File: src/rtl/fetch_queue_if.sv
// Signal bundle for fetch_queue: instruction-memory port, PC redirect, and the
// valid/ready instruction handshake towards decode.
interface fetch_queue_if #(
  parameter int IW  = 16,
  parameter int PCW = 32
) ();
  logic           imem_rd_en;
  logic [PCW-1:0] imem_addr;
  logic [IW-1:0]  imem_rdata;
  logic           redirect_valid;
  logic [PCW-1:0] redirect_pc;
  logic           out_valid;
  logic           out_ready;
  logic [IW-1:0]  out_instr;
  logic [IW-1:0]  out_imm;
  logic [PCW-1:0] out_pc;
  logic [PCW-1:0] out_next_pc;
  logic           out_long;

  modport master (
    output imem_rd_en, imem_addr,
    input  imem_rdata,
    input  redirect_valid, redirect_pc,
    output out_valid, out_instr, out_imm, out_pc, out_next_pc, out_long,
    input  out_ready
  );

  modport slave (
    input  imem_rd_en, imem_addr,
    output imem_rdata,
    output redirect_valid, redirect_pc,
    input  out_valid, out_instr, out_imm, out_pc, out_next_pc, out_long,
    output out_ready
  );
endinterface

File: src/rtl/fetch_queue.sv
// Instruction fetch stage: streams words from a 1-cycle-latency memory, assembles
// one/two-word instructions into a small FIFO, and flushes on PC redirect.
module fetch_queue #(
  parameter int             IW       = 16,
  parameter int             PCW      = 32,
  parameter int             DEPTH    = 4,
  parameter int             LONG_BIT = 13,
  parameter logic [PCW-1:0] RESET_PC = '0
) (
  input logic           clk,
  input logic           rst,
  fetch_queue_if.master bus
);
  localparam int AW = (DEPTH > 1) ? $clog2(DEPTH) : 1;
  localparam int CW = $clog2(DEPTH + 1);

  typedef enum logic {ST_OP, ST_IMM} state_e;

  typedef struct packed {
    logic           lng;
    logic [PCW-1:0] pc;
    logic [IW-1:0]  imm;
    logic [IW-1:0]  instr;
  } entry_t;

  state_e         state_q, state_d;
  logic [PCW-1:0] fpc_q, fpc_d;
  logic           pend_q, pend_d;
  logic [PCW-1:0] req_pc_q, req_pc_d;
  logic [IW-1:0]  op_word_q, op_word_d;
  logic [PCW-1:0] op_pc_q, op_pc_d;
  logic [AW-1:0]  head_q, head_d;
  logic [AW-1:0]  tail_q, tail_d;
  logic [CW-1:0]  count_q, count_d;
  entry_t         mem_q [DEPTH];

  logic           rd_en;
  logic           valid;
  logic           push;
  logic           pop;
  entry_t         push_entry;
  entry_t         head_entry;
  logic [CW:0]    occupancy;

  // Slots already spoken for: queued entries, the word in flight, and the
  // entry a half-assembled long instruction will produce.
  assign occupancy = {1'b0, count_q} + (CW+1)'(pend_q) + (CW+1)'(state_q == ST_IMM);
  assign rd_en     = rst && !bus.redirect_valid && (occupancy < (CW+1)'(DEPTH));
  assign valid     = (count_q != '0);
  assign pop       = valid && bus.out_ready;

  always_comb begin
    state_d    = state_q;
    op_word_d  = op_word_q;
    op_pc_d    = op_pc_q;
    push       = 1'b0;
    push_entry = '0;
    head_d     = head_q;
    tail_d     = tail_q;
    count_d    = count_q;
    fpc_d      = rd_en ? fpc_q + PCW'(1) : fpc_q;
    pend_d     = rd_en;
    req_pc_d   = fpc_q;

    if (pend_q) begin
      if (state_q == ST_OP) begin
        if (bus.imem_rdata[LONG_BIT]) begin
          state_d   = ST_IMM;
          op_word_d = bus.imem_rdata;
          op_pc_d   = req_pc_q;
        end else begin
          push       = 1'b1;
          push_entry = '{lng: 1'b0, pc: req_pc_q, imm: '0, instr: bus.imem_rdata};
        end
      end else begin
        push       = 1'b1;
        push_entry = '{lng: 1'b1, pc: op_pc_q, imm: bus.imem_rdata, instr: op_word_q};
        state_d    = ST_OP;
      end
    end

    // Redirect drops the returning word; a same-cycle pop is subsumed by the flush.
    if (bus.redirect_valid) begin
      state_d = ST_OP;
      push    = 1'b0;
      head_d  = '0;
      tail_d  = '0;
      count_d = '0;
      fpc_d   = bus.redirect_pc;
    end else begin
      if (push) tail_d = tail_q + AW'(1);
      if (pop)  head_d = head_q + AW'(1);
      if (push && !pop)      count_d = count_q + CW'(1);
      else if (!push && pop) count_d = count_q - CW'(1);
    end
  end

  always_ff @(posedge clk) begin
    if (!rst) begin
      state_q   <= ST_OP;
      fpc_q     <= RESET_PC;
      pend_q    <= 1'b0;
      req_pc_q  <= RESET_PC;
      op_word_q <= '0;
      op_pc_q   <= '0;
      head_q    <= '0;
      tail_q    <= '0;
      count_q   <= '0;
    end else begin
      state_q   <= state_d;
      fpc_q     <= fpc_d;
      pend_q    <= pend_d;
      req_pc_q  <= req_pc_d;
      op_word_q <= op_word_d;
      op_pc_q   <= op_pc_d;
      head_q    <= head_d;
      tail_q    <= tail_d;
      count_q   <= count_d;
    end
  end

  always_ff @(posedge clk) begin
    if (push) mem_q[tail_q] <= push_entry;
  end

  assign head_entry      = mem_q[head_q];
  assign bus.imem_rd_en  = rd_en;
  assign bus.imem_addr   = fpc_q;
  assign bus.out_valid   = valid;
  assign bus.out_instr   = valid ? head_entry.instr : '0;
  assign bus.out_imm     = valid ? head_entry.imm : '0;
  assign bus.out_pc      = valid ? head_entry.pc : '0;
  assign bus.out_long    = valid ? head_entry.lng : 1'b0;
  assign bus.out_next_pc = valid ? head_entry.pc + (head_entry.lng ? PCW'(2) : PCW'(1)) : '0;
endmodule

File: src/flat_wrapper.sv
// flat-port wrapper written by rule: the top's interface ports become plain ports
module fetch_queue_flat 
#(
  parameter int             IW       = 16,
  parameter int             PCW      = 32,
  parameter int             DEPTH    = 4,
  parameter int             LONG_BIT = 13,
  parameter logic [PCW-1:0] RESET_PC = '0
)
  (clk, rst, bus_imem_rd_en, bus_imem_addr, bus_imem_rdata, bus_redirect_valid, bus_redirect_pc, bus_out_valid, bus_out_instr, bus_out_imm, bus_out_pc, bus_out_next_pc, bus_out_long, bus_out_ready);
  fetch_queue_if #(.IW(IW), .PCW(PCW)) bus_i ();
  input logic clk;
  input logic rst;
  output wire logic [$bits(bus_i.imem_rd_en)-1:0] bus_imem_rd_en;
  output wire logic [$bits(bus_i.imem_addr)-1:0] bus_imem_addr;
  input wire logic [$bits(bus_i.imem_rdata)-1:0] bus_imem_rdata;
  input wire logic [$bits(bus_i.redirect_valid)-1:0] bus_redirect_valid;
  input wire logic [$bits(bus_i.redirect_pc)-1:0] bus_redirect_pc;
  output wire logic [$bits(bus_i.out_valid)-1:0] bus_out_valid;
  output wire logic [$bits(bus_i.out_instr)-1:0] bus_out_instr;
  output wire logic [$bits(bus_i.out_imm)-1:0] bus_out_imm;
  output wire logic [$bits(bus_i.out_pc)-1:0] bus_out_pc;
  output wire logic [$bits(bus_i.out_next_pc)-1:0] bus_out_next_pc;
  output wire logic [$bits(bus_i.out_long)-1:0] bus_out_long;
  input wire logic [$bits(bus_i.out_ready)-1:0] bus_out_ready;
  assign bus_imem_rd_en = bus_i.imem_rd_en;
  assign bus_imem_addr = bus_i.imem_addr;
  assign bus_i.imem_rdata = bus_imem_rdata;
  assign bus_i.redirect_valid = bus_redirect_valid;
  assign bus_i.redirect_pc = bus_redirect_pc;
  assign bus_out_valid = bus_i.out_valid;
  assign bus_out_instr = bus_i.out_instr;
  assign bus_out_imm = bus_i.out_imm;
  assign bus_out_pc = bus_i.out_pc;
  assign bus_out_next_pc = bus_i.out_next_pc;
  assign bus_out_long = bus_i.out_long;
  assign bus_i.out_ready = bus_out_ready;
  fetch_queue #(.IW(IW), .PCW(PCW), .DEPTH(DEPTH), .LONG_BIT(LONG_BIT), .RESET_PC(RESET_PC)) u_core (.clk(clk), .rst(rst), .bus(bus_i));
endmodule
File: config.mk
export PLATFORM = sky130hd
export DESIGN_NAME = fetch_queue_flat
export DESIGN_NICKNAME = d
export VERILOG_FILES = /design/src/rtl/fetch_queue_if.sv /design/src/rtl/fetch_queue.sv /design/src/flat_wrapper.sv
export SDC_FILE = /design/constraint.sdc
export NUM_CORES = 1
export LEC_CHECK = 0
export ABC_AREA = 1
export CAP_MARGIN = 15
export CORE_MARGIN = 2
export CORE_UTILIZATION = 40
export CTS_CLUSTER_DIAMETER = 200
export DETAILED_ROUTE_END_ITERATION = 7
export SYNTH_ARGS = -nofsm -noshare
export SYNTH_HDL_FRONTEND = slang
export SYNTH_SLANG_ARGS = --single-unit
export TNS_END_PERCENT = 5
File: constraint.sdc
create_clock -name clk -period 14.9 [get_ports clk]
set_clock_uncertainty 0.1 [all_clocks]
set_input_delay 2.235 -clock clk [delete_from_list [all_inputs] [get_ports clk]]
set_output_delay 2.235 -clock clk [all_outputs]
set_load 0.005 [all_outputs]
### Word level (Yosys, flattened, before mapping)

Memories as Yosys holds them, arrays and structs flattened. A register that Yosys moved wholly into a read port is not among the register bits.
Index checks and enable logic that the tools add are counted.

* register bits: 121
* bits in latches: 0
* RAM bits: 260
* memory bits (read-only): 0
* input bits: 52
* output and inout port bits: 131
* word-level logic and storage cells: 57
* memories: 1

Memories
* u_core.mem_q: words 4, bits a word 65, rd ports 1, clocked after Yosys merged registers in 1, wr ports 1, RTL line fetch_queue.sv:35 `entry_t mem_q [DEPTH];`

* $add $sub $neg: 8
* $mul: 0
* divide/modulo/power cells: 0
* order comparisons: 1
* eq/ne operators: 0
* shifts and indexed selects: 0
* muxes and demuxes: 23
* bitwise gates (word level): 2
* reductions and logical operators: 13

Operators by type and width (number)
* two-way mux 65 bit: 2
* two-way mux 32 bit: 4
* two-way mux 64 bit: 1
* adder 32 x 1 -> 32 bit (second input constant): 1
* adder 32 bit: 1
* two-way mux 16 bit: 2
* two-way mux 1 bit: 9
* two-way mux 2 bit: 3
* two-way mux 3 bit: 2
* logical AND 1 bit: 5
* adder 2 x 1 -> 2 bit (second input constant): 2
* adder 3 x 1 -> 4 bit: 1
* adder 4 x 1 -> 4 bit: 1
* < comparator 4 x 3 -> 1 bit (second input constant): 1
* nonzero test 2 bit: 2
* adder 3 x 1 -> 3 bit (second input constant): 1
* logical NOT 1 bit: 3
* AND reduction 3 bit: 1
* nonzero test 3 bit: 1
* subtractor 3 x 1 -> 3 bit (second input constant): 1
* NOT 1 bit: 2
* OR reduction 2 bit: 1

### Longest topological paths before layout

Gate-level depths: netlist of run 1.

* word-level depth: 7
* depth in mapped cells: 18
* mapped depth without buffers: 15

### Least setup slack after synthesis of run 1

OpenSTA, ideal clock, no wires.

* path kind: input port to flip-flop
* from: in bus_redirect_valid
* to: mem u_core.mem_q[0][0] in the netlist's numbering (enable)
* setup time: 0.489 ns
* data arrival time: 5.707 ns
* data required time: 14.311 ns
* setup slack: 8.605 ns
* stages: 5
* path buffers: 2
* path through: inv_1 clkbuf_1 clkbuf_1 nand2_1 nor2_1

* word-level cells in the longest chain between the ends: 3

RTL lines
* start, declared: RTL line flat_wrapper.sv:17 `input wire logic [$bits(bus_i.redirect_valid)-1:0] bus_redirect_valid;`
* two-way mux 1 bit: RTL line fetch_queue.sv:83 `if (bus.redirect_valid) begin`
* two-way mux 1 bit: RTL line fetch_queue.sv:123 `if (push) mem_q[tail_q] <= push_entry;`
* two-way mux 1 bit (not written as such): RTL line fetch_queue.sv:123
* end, declared: RTL line fetch_queue.sv:35

No other way between the ends.

### Final worst setup path of run 1

* from: in rst
* to: out bus_imem_rd_en

* word-level cells in the longest chain between the ends: 2

RTL lines
* start, declared: RTL line flat_wrapper.sv:13 `input logic rst;`
* logical AND 1 bit (2 in series): RTL line fetch_queue.sv:48 `assign rd_en = rst && !bus.redirect_valid && (occupancy < (CW+1)'(DEPTH));`
* end, declared: RTL line flat_wrapper.sv:14 `output wire logic [$bits(bus_i.imem_rd_en)-1:0] bus_imem_rd_en;`

No other way between the ends.

==> results of run 1 <==
-- worst max path at each step --
stage                                    end  depth (start not counted)
after floorplan           u_core.mem_q[0][0]                          5
after global placement        bus_imem_rd_en                          9
after detailed placement      bus_imem_rd_en                          9
after CTS                     bus_imem_rd_en                          9
after global routing          bus_imem_rd_en                          9
final                         bus_imem_rd_en                          9
-- sequential cells by signal, summed over array words and instances, names as in the netlist, named ones only --
signal,count
u_core.mem_q,260
u_core.tail_q,2
u_core.bus.imem_addr,32
u_core.pend_q,1
u_core.state_q,1
u_core.op_pc_q,32
u_core.head_q,2
u_core.op_word_q,16
u_core.req_pc_q,32
u_core.count_q,3
-- power breakdown --
part,total (mW),internal (mW),leakage (nW),switching [mW]
sequential,1.17,1.15,3.42,0.0200
clock,0.955,0.561,0.610,0.394
combinational,0.215,0.0941,4.08,0.121
total,2.34,1.81,8.12,0.535
-- logic make-up after synthesis --
family,Yosys count
XOR/XNOR,20
AND/OR/NAND/NOR,987
adder cells (fa/ha/maj),11
flip-flops,383
AO/OA/AOI/OAI,347
buffers and inverters,286
-- per-stage QoR --
stage | setup WS [ns] | hold slack, ns | cells
after detailed placement | 7.641 | 0.3370 | 2725
after global routing | 7.432 | 0.3632 | 2798
after floorplan | 8.605 | 0.3240 | 2034
after CTS | 7.644 | 0.3466 | 2797
after global placement | 7.637 | 0.3334 | 2725
final | 7.687 | 0.3468 | 2798
-- routing by layer --
metal / global-route usage, % / up-vias / wire length, um
met4: 5.347 / 0 / 882
li1: - / 6995 / -
met3: 2.426 / 55 / 2583
met2: 31.17 / 425 / 20680
met5: 0 / - / 0
met1: 29.53 / 6511 / 22380
-- cell usage after synthesis, types with 6 or more instances --
master    count
a211oi_1     48
clkbuf_1     61
nor2_4        7
a21oi_1     117
buf_2        20
nand4_1       8
nand2_2      10
nand2_1     487
xor2_1       15
o21ai_0     155
edfxtp_1    260
nor3_1       17
dfxtp_1     123
o22ai_1       6
inv_1       180
ha_1          9
nor2_1      352
nand3_1      79
buf_1         9
nor2_2       11
-- worst max-delay path: cells and delay by family --
family	cells	cell delay [ns]
buf+inv	6	2.09
simple gates	3	0.53
-- layout make-up --
type                    count  share of cell area, %
diodes                      1                0.01179
clock buffers              58                  5.325
clock inverters            14                 0.5838
inverters                 186                  3.290
multi-input cells        1365                  29.70
flip-flops and latches    383                  48.43
well taps                 592                  3.491
repair buffers            199                  9.164
==> metrics.csv, run 1 <==
metric;value;unit
max-capacitance violation count;0;
worst stage delay on the critical path;0.59;ns
Sequential Area;0.01028;mm^2
Main synth FF type;edfxtp_1;
RSZ-0062 raised after global routing;no;
crit path from;rst;
hpwl dp;30360;um
CP arrival;4.88;ns
hold_sp;u_core.op_word_q[7];
post-route DRC violation count;0;
VDD IR max;0.06288;mV
largest net degree at the start of global routing;84;
full die area;0.04592;mm^2
fill count;4175;
syn avg cell area;8.696;um^2
initial antenna violation count;2;
hold depth;2;
fmax;138.6;MHz
Layout Utilization;48.30;%
most frequent cells in the layout;nand2_1 (487), nor2_1 (348), edfxtp_1 (260);
Pwr Total;2.340;mW
Final Hold Viols;0;
worst-path maximum fanout;83;
clock latency on the worst-skew pair;0.53;ns
number of global-route vias before repair;13290;
clock sink count;383;
total grt overflow;0;
Mapped Area;0.01769;mm^2
worst min path class;reg -> reg;
min cycle time layout;7.213;ns
Placement Rows;77;
mux cell area share after synthesis;0;%
Clock Path Buffers;3;
Die W;214.3;um
most common cell after layout, fill and taps aside;nand2_1;
R2R Path End;u_core.mem_q[2][40];
number of DRC markers in iteration 0;1059;
library cells used by synthesis;42;
PD cells;110.3;mW/mm^2
drt pass-1 iters;6;
Adder-Cell Fraction of Synth Area;0.8630;%
number of synthesized flops with an enable pin;260;
Mapped Nets;2097;
Max-slew headroom;27.28;%
hold_buf cts;0;
clock slew at reported path FFs;0.06;ns
endpoints failing setup;0;
core outline area;0.04393;mm^2
Pleak;8.116;nW
Tcrit/Tclk final;48.41;%
Critical-path top delay cell;buf_4;
nets;2238;
P&R area growth vs syn;19.96;%
asr flop ratio synth;0;%
IO Pins;183;
setup tns final;0;ns
R2R cell count;6;
Worst EP required;12.57;ns
port bufs;182;
multi-input logic area;0.006302;mm^2
worst-path cell chain;buf_2 > buf_4 > inv_1 > nor2_4 > inv_1 > nor2_1 > nand2_2 > clkinv_1 > clkdlybuf4s50_1;
layout cell share with drive strength beyond 1;5.397;%
outcome;finished clean;
Detailed Route WL;46520;um
largest family of logic cells by synthesized area;simple AND/OR/NAND/NOR gates;
Antenna Violating Nets Remaining;0;
CTS Buf Count;40;
critical path launch point type;input port;
CTS tree;built;
Die Ht;214.3;um
CP dominant cell by count;inv_1;
RR Startpoint;u_core.state_q;
via count;13990;
Worst Hold End;u_core.op_word_q[7];
Finished Cell Area;0.02122;mm^2
#FFs+latches synth;383;
Synth area leader;edfxtp_1;
Total GRT Usage;20.00;%
Cells after Synth;2034;
post-CTS setup buffers;0;
per-cell routed wire length;16.63;um
Area contributors post-synth;edfxtp_1 (44%), dfxtp_1 (14%), nand2_1 (10%), nor2_1 (7.5%), o21ai_0 (4.4%);
reg-to-reg slack, setup;10.81;ns
post-synth top area share;44.14;%
actual slew at the worst max-slew pin;1.091;ns
Post-Synth Simple-Gate Area;22.76;%
root buffer cell;clkbuf_16;
post-CTS sizing;0;
Initial Utilization;40.26;%
Setup CP Type;in -> out;
CP Capture Type;output port;
Max Slew Vio Count;0;
YS warnings;0;
Vias/cell;4.999;
Synth Area in XOR/XNOR;0.9904;%
Compound-Gate Fraction of Synth Area;10.79;%
first-pass GRT wire length;73440;um
H-tree depth;2;
placed cell area;0.01996;mm^2
sequential-to-total area share from yosys stat;58.06;%
GP Congestion;0.8844;
Power figures use the tool's default switching activity.
==> run 2, diff against run 1 <==
- clock period: 14.9 -> 7.1 ns (I/O delays scaled with it)
==> run 2 against run 1 <==
Register-to-register slack got worse by 7.0 ns. Worst setup slack got worse by 6.0 ns. Wire length decreased by 1.0%. Die area unchanged. Cell area increased by 0.21%. Clock power increased by 110%. Hold slack got worse by 0.00066 ns. Utilization increased by 0.10 points. Sequential power increased by 110%. Global-route usage decreased by 0.24 points.
==> metrics.csv, run 2 (synthesized netlist as in run 1, its figures left out) <==
metric;value;unit;change
Antenna Violating Nets Remaining;0;;unchanged
reg-to-reg slack, setup;3.81;ns;-7.00 ns
CP arrival;4.29;ns;-0.59 ns
worst-path maximum fanout;80;;-3.6%
number of DRC markers in iteration 0;1205;;+14%
fmax;183.4;MHz;
per-cell routed wire length;16.45;um;-1.1%
first-pass GRT wire length;72550;um;-1.2%
core outline area;0.04393;mm^2;unchanged
Largest Register;u_core.mem_q;;
nets;2239;;+0.045%
Die W;214.3;um;unchanged
Pleak;8.143;nW;+0.33%
hold_buf cts;0;;unchanged
Critical-path top delay cell;dfxtp_4;;
clock sink count;383;;unchanged
clock slew at reported path FFs;0.06;ns;about the same
H-tree depth;2;;unchanged
Vias/cell;4.958;;-0.81%
min cycle time layout;5.453;ns;
port bufs;182;;unchanged
drt pass-1 iters;7;;+1
post-route DRC violation count;0;;unchanged
IO Pins;183;;unchanged
Placement Rows;77;;unchanged
Clock Path Buffers;3;;unchanged
root buffer cell;clkbuf_16;;
full die area;0.04592;mm^2;unchanged
Detailed Route WL;46040;um;-1.0%
Tcrit/Tclk final;76.80;%;
critical path launch point type;register;;
post-CTS sizing;0;;unchanged
post-CTS setup buffers;0;;unchanged
endpoints failing setup;0;;unchanged
VDD IR max;0.1365;mV;+120%
via count;13880;;-0.77%
Setup CP Type;reg -> out;;
setup tns final;0;ns;unchanged
outcome;finished clean;;
clock latency on the worst-skew pair;0.53;ns;about the same
largest net degree at the start of global routing;95;;+13%
Max-slew headroom;27.59;%;+0.31 points
GP Congestion;0.8867;;+0.26%
CP dominant cell by count;nand3_1;;
layout cell share with drive strength beyond 1;5.618;%;+0.22 points
worst-path cell chain;inv_2 > nand2_1 > a32oi_1 > inv_1 > ha_1 > fa_1 > nand3_1 > nor2_2 > nand3_1 > nor2_1 > o21ai_0 > a21oi_1 > clkdlybuf4s50_1;;
most frequent cells in the layout;nand2_1 (487), nor2_1 (348), edfxtp_1 (260);;
CTS tree;built;;
worst min path class;reg -> reg;;
P&R area growth vs syn;20.22;%;
Pwr Total;4.956;mW;+110%
max reg flops;260;;unchanged
number of global-route vias before repair;13090;;-1.5%
initial antenna violation count;0;;-2
worst stage delay on the critical path;0.93;ns;+0.34 ns
Worst EP required;5.93;ns;-6.64 ns
total grt overflow;0;;unchanged
max-capacitance violation count;0;;unchanged
Die Ht;214.3;um;unchanged
Max Slew Vio Count;0;;unchanged
hpwl dp;30110;um;-0.82%
CP Capture Type;output port;;
number of diodes;0;;-1
Initial Utilization;40.26;%;unchanged
Final Hold Viols;0;;unchanged
Total GRT Usage;19.76;%;-0.24 points
RSZ-0062 raised after global routing;no;;
CTS Buf Count;40;;unchanged
worst hold slack;0.3461;ns;-0.0006580 ns
most common cell after layout, fill and taps aside;nand2_1;;
PD cells;233.1;mW/mm^2;+110%
actual slew at the worst max-slew pin;1.086;ns;-0.004623 ns
-- run 2: worst paths after layout --
check | from | end | cells after the start
max | register | bus_out_next_pc[10] | 13
min | u_core.op_word_q[6] | u_core.op_word_q[6] | 2
max reg2reg | u_core.state_q | u_core.bus.imem_addr[6] | 12
min reg2reg | u_core.op_word_q[6] | u_core.op_word_q[6] | 2
-- run 2: routing by layer --
layer	global-route usage, %	part of all wire (%)	routed length, um
met1	29.29	49	22470
met2	30.25	43	19920
met3	2.624	5.5	2537
met4	5.718	2.4	1115
met5	0	0	0
-- run 2: critical path: cells and delay by family, from the launching register on --
kind / cells / cell delay (ns)
AOI/OAI and AO/OA: 3 / 0.46
adders and majority gates: 2 / 0.41
buffers and inverters: 3 / 0.96
DFF: 1 / 0.93
and+or+nand+nor: 5 / 0.90
-- run 2: where the power goes --
group / internal, mW / switching [mW] / total, mW
registers: 2.41 / 0.0420 / 2.45
clock network: 1.20 / 0.849 / 2.05
logic: 0.198 / 0.254 / 0.451
-- run 2: final cells by class --
type | instances | area [um^2]
inverter | 186 | 698.2
multi-input combinational | 1365 | 6302
tap | 592 | 740.7
fill | 4143 | 22670
sequential | 383 | 10280
clock buffer | 55 | 1097
clock inverter | 18 | 196.4
timing repair buffer | 200 | 1952
-- run 2: stage by stage --
| step | worst slack [ns] | area [um^2] | utilization, % | instances |
|---|---|---|---|---|
| floorplan | 1.975 | 17690 | - | 2034 |
| global placement | 2.356 | 19970 | 45.45 | 2726 |
| detailed placement | 2.233 | 19970 | 45.45 | 2726 |
| CTS | 1.655 | 21260 | 48.40 | 2799 |
| global route | 1.301 | 21260 | 48.40 | 2799 |
| finish | 1.647 | 21260 | 48.40 | 2799 |
